### src/rtl/scan_sequencer.sv
// Channel scan sequencer: steps a 3-bit decoder select across enabled channels with a programmable dwell.
// Optional SCAN_MASK_EN adds an 8-bit channel mask; without it all eight channels are scanned.
module scan_sequencer #(
    parameter int DWELL_W = 4
) (
    input  logic               clka,
    input  logic               rst,
    input  logic               start,
    input  logic               stop,
    input  logic               cont,
    input  logic [DWELL_W-1:0] dwell,
`ifdef SCAN_MASK_EN
    input  logic [7:0]         mask,
`endif
    output logic               E,
    output logic [2:0]         In,
    output logic               busy,
    output logic               done
);

    typedef enum logic [1:0] {
        IDLE = 2'd0,
        SCAN = 2'd1,
        DONE = 2'd2
    } state_t;

    state_t             state;
    logic               e_r;
    logic [2:0]         in_r;
    logic               busy_r;
    logic               done_r;
    logic [DWELL_W-1:0] cnt;
    logic [DWELL_W-1:0] dwell_l;
    logic               cont_l;
    logic [7:0]         mask_l;
    logic [7:0]         start_mask;

`ifdef SCAN_MASK_EN
    assign start_mask = mask;
`else
    assign start_mask = 8'hFF;
`endif

    function automatic logic [2:0] lowest_ch(input logic [7:0] m);
        lowest_ch = 3'd0;
        for (int i = 7; i >= 0; i--) begin
            if (m[i]) lowest_ch = 3'(i);
        end
    endfunction

    function automatic logic [2:0] next_ch(input logic [7:0] m, input logic [2:0] cur);
        next_ch = cur;
        for (int i = 7; i >= 0; i--) begin
            if (m[i] && (i > int'(cur))) next_ch = 3'(i);
        end
    endfunction

    function automatic logic is_last(input logic [7:0] m, input logic [2:0] cur);
        is_last = 1'b1;
        for (int i = 0; i < 8; i++) begin
            if (m[i] && (i > int'(cur))) is_last = 1'b0;
        end
    endfunction

    always_ff @(posedge clka) begin
        if (rst) begin
            state   <= IDLE;
            e_r     <= 1'b0;
            in_r    <= 3'd0;
            busy_r  <= 1'b0;
            done_r  <= 1'b0;
            cnt     <= '0;
            dwell_l <= '0;
            cont_l  <= 1'b0;
            mask_l  <= 8'h00;
        end else begin
            case (state)
                IDLE: begin
                    e_r    <= 1'b0;
                    in_r   <= 3'd0;
                    busy_r <= 1'b0;
                    done_r <= 1'b0;
                    cnt    <= '0;
                    // An all-zero mask has nothing to scan, so the start is dropped
                    if (start && !stop && (start_mask != 8'h00)) begin
                        state   <= SCAN;
                        dwell_l <= dwell;
                        cont_l  <= cont;
                        mask_l  <= start_mask;
                        in_r    <= lowest_ch(start_mask);
                        e_r     <= 1'b1;
                        busy_r  <= 1'b1;
                    end
                end
                SCAN: begin
                    if (stop) begin
                        state  <= IDLE;
                        e_r    <= 1'b0;
                        in_r   <= 3'd0;
                        busy_r <= 1'b0;
                        cnt    <= '0;
                    end else if (cnt == dwell_l) begin
                        cnt <= '0;
                        if (!is_last(mask_l, in_r)) begin
                            in_r <= next_ch(mask_l, in_r);
                        end else if (cont_l) begin
                            in_r <= lowest_ch(mask_l);
                        end else begin
                            state  <= DONE;
                            e_r    <= 1'b0;
                            in_r   <= 3'd0;
                            busy_r <= 1'b0;
                            done_r <= 1'b1;
                        end
                    end else begin
                        cnt <= cnt + DWELL_W'(1);
                    end
                end
                DONE: begin
                    state  <= IDLE;
                    done_r <= 1'b0;
                    e_r    <= 1'b0;
                    in_r   <= 3'd0;
                    busy_r <= 1'b0;
                end
                default: begin
                    state  <= IDLE;
                    e_r    <= 1'b0;
                    in_r   <= 3'd0;
                    busy_r <= 1'b0;
                    done_r <= 1'b0;
                    cnt    <= '0;
                end
            endcase
        end
    end

    assign E    = e_r;
    assign In   = in_r;
    assign busy = busy_r;
    assign done = done_r;

endmodule

### config.mk
export PLATFORM = sky130hd
export DESIGN_NAME = scan_sequencer
export DESIGN_NICKNAME = d
export VERILOG_FILES = /design/src/rtl/scan_sequencer.sv
export SDC_FILE = /design/constraint.sdc
export NUM_CORES = 1
export LEC_CHECK = 0
export CELL_PAD_IN_SITES_DETAIL_PLACEMENT = 1
export CELL_PAD_IN_SITES_GLOBAL_PLACEMENT = 1
export CORE_MARGIN = 4
export CORE_UTILIZATION = 40
export DETAILED_ROUTE_END_ITERATION = 12
export PLACE_DENSITY = 0.76
export SKIP_CTS_REPAIR_TIMING = 1
export SLEW_MARGIN = 25
export SYNTH_ARGS = -nofsm -noshare
export SYNTH_HDL_FRONTEND = slang
export SYNTH_SLANG_ARGS = --single-unit
### constraint.sdc
create_clock -name clka -period 2.4 [get_ports clka]
set_input_delay 0.48 -clock clka [delete_from_list [all_inputs] [get_ports clka]]
set_output_delay 0.48 -clock clka [all_outputs]
set_load 0.005 [all_outputs]
==> impl_metrics.json <==
{
  "status": "finished, final reports clean",
  "synth-edff-count": 0,
  "synth_most_common_cell": "dfxtp_1",
  "vias": 596,
  "hold_start": "done",
  "hold_path.class": "reg -> reg",
  "synth_top_cell_by_area": "dfxtp_1",
  "cellPowerDensity_nw_per_um2": 540,
  "hold_slack_ns": 0.504,
  "synthAdderAreaFrac": 0.0161,
  "synth_xor_area_frac": 0.0674,
  "avgRoutedWirePerCell_um": 13.4,
  "syn_area_per_cell_um2": 10.1,
  "fill_cells": 213,
  "synth_compound_gate_area_share": 0.0738,
  "io_pins": 15,
  "drtPass1Iterations": 2,
  "synth.top_cell.area_share": 0.437,
  "synth_area_leaders": "dfxtp_1 44%, mux2i_1 12%, nor2_1 6.7%",
  "finalHoldViolCount": 0,
  "synth_fp_nets": 87,
  "setup_viol": 0,
  "routed_wl_um": 1580,
  "cp.required_ns": 1.92,
  "critPathMaxStageDelay_ns": 0.53,
  "cts_sinks": 17,
  "antenna_found_initial": 0,
  "crit_type": "reg -> out",
  "drive_gt1_frac": 0.118,
  "synth_cell_types": 27,
  "dieArea_um2": 2720,
  "clkTransAtPathRegs_ns": 0.10,
  "cts_buffers": 3,
  "p_leak_nw": 0.394,
  "finalNetCount": 104,
  "gr-usage-all-layers": 0.148,
  "worstSetupStartpointType": "flip-flop",
  "drc": 0,
  "hpwl_um": 1250,
  "rsz0062_at_grt": "false",
  "portBuffers": 14,
  "syn_inst": 77,
  "ff_latch_area_um2": 340,
  "synth_commonest_cells": "17 x dfxtp_1, 14 x nor2_1, 9 x mux2i_1",
  "skew_ns": 0.00765,
  "multi_input_area_um2": 405,
  "drt_iter0_drc": 7,
  "yosysSeqAreaShare": 0.437,
  "grt_max_degree": 11,
  "cp_top_family": "buffers and inverters",
  "vias_per_cell": 5.05,
  "die_w_um": 52.1,
  "timing.slew.headroom": 0.571,
  "cp-end-kind": "output pin",
  "slew_violations": 0,
  "clk_latency_ns": 0.29,
  "antenna_left": 0,
  "critPathLaunch": "In[1]",
  "h-tree-depth": 1,
  "max-cap-violations": 0,
  "finalCritPeriodShare": 0.721,
  "area_delta_synth_final_pct": 22.6,
  "rows": 15,
  "muxShareOfSynthArea": 0.116,
  "gp_congestion": 0.756,
  "grt_pass1_vias": 660,
  "die_h_um": 52.1,
  "coreArea_um2": 1780,
  "syn_area_um2": 779,
  "tightestPinTransition_ns": 0.641,
  "period_needed_ns": 1.73,
  "worst-path-buf-inv": 1,
  "synthArstFlopShare": 0,
  "path_max_fanout": 6,
  "peakVddDrop_mv": 0.381,
  "yosys_register_bits": 17,
  "initial_core_util": 0.437,
  "worstPathCellList": "clkdlybuf4s50_1",
  "synthSimpleGateAreaFrac": 0.247,
  "clockRootBuffer": "clkbuf_4",
  "clock.fmax_ghz": 0.578,
  "grt_overflow": 0,
  "cp.arrival_ns": 1.25,
  "rr_startpoint": "cnt[0]",
  "yosysWarnings": 0,
  "grt_pass1_wl_um": 2940,
  "crit_slowest_cell": "clkdlybuf4s50_1",
  "insertedDiodeCount": 0,
  "cts_tree": "done",
  "cts_buffer_depth": 2,
  "synth_top_family_by_area": "simple AND/OR/NAND/NOR gates",
  "yosys_most_used_dff": "dfxtp_1",
  "p_total_uw": 516,
  "tns_ns": 0
}
## path summary, 6_finish.rpt
| path | endpoint | slack [ns] | depth (start not counted) |
|---|---|---|---|
| worst min-delay path | done | 0.50 | 2 |
| worst max-delay path | In[1] | 0.67 | 1 |
| worst min register to register | done | 0.50 | 2 |
| worst max register to register | busy | 0.83 | 4 |
## logic make-up (layout without fill, tap and decap cells)
family | Yosys count | after routing
flip-flops | 17 | 17
AO/OA/AOI/OAI | 8 | 8
XOR/XNOR | 6 | 6
buffers and inverters | 4 | 20
multiplexers | 9 | 9
AND/OR/NAND/NOR | 32 | 32
adder cells (fa/ha/maj) | 1 | 1
## sequential cells by signal, indices dropped and copies added (netlist names)
| register | cells |
|---|---|
| done | 1 |
| mask_l | 1 |
| state | 2 |
| cont_l | 1 |
| busy | 1 |
| dwell_l | 4 |
| cnt | 4 |
| In | 3 |
## metal layers
layer | vias up | global-route usage | share of wire | wire, µm
met4 | 0 | 0.0638 | 0.013 | 21
met1 | 286 | 0.162 | 0.41 | 646
met2 | 13 | 0.255 | 0.52 | 820
li1 | 295 | - | - | -
met5 | - | 0 | 0 | 0
met3 | 2 | 0.0516 | 0.057 | 90
## metrics by stage
stage / std cells / utilization / cell area (µm²) / worst slack, ns
final: 118 / 0.536 / 956 / 0.670
after global placement: 114 / 0.521 / 928 / 0.454
after CTS: 118 / 0.536 / 956 / 0.652
after detailed placement: 114 / 0.521 / 928 / 0.372
after floorplan: 77 / - / 779 / 0.843
after global routing: 118 / 0.536 / 956 / 0.572
## report_power, final
| part | total [mW] | leakage, nW | switching [mW] | internal [mW] |
|---|---|---|---|---|
| logic | 0.0696 | 0.238 | 0.0309 | 0.0387 |
| registers | 0.298 | 0.138 | 0.00774 | 0.290 |
| clock network | 0.148 | 0.0177 | 0.0864 | 0.0620 |
## placed cells by master (no fill, tap or decap)
cell type / count
a21o_1: 1
nand2b_4: 1
nor3_1: 1
a31o_1: 1
mux2i_1: 9
xor2_1: 6
nor4_4: 1
and2b_2: 1
ha_1: 1
or3_1: 1
clkdlybuf4s50_1: 14
clkinv_2: 1
inv_1: 1
o32ai_1: 1
nand2_1: 5
nand2_2: 1
nand3_1: 2
buf_4: 1
nor4b_4: 1
nand4_1: 1
nor2_1: 14
o31ai_1: 1
dfxtp_1: 17
a21oi_1: 3
nor2b_1: 1
o22a_2: 1
clkbuf_4: 3
nand2b_1: 1
nor3b_1: 1
## final cells by class
class                           instances  area share
Clock buffer                            3      0.0236
Clock inverter                          1     0.00524
Inverter                                1     0.00393
Multi-Input combinational cell         56       0.424
Sequential cell                        17       0.356
Tap cell                               25      0.0327
Timing Repair Buffer                   15       0.154
Power figures use the tool's default switching activity.
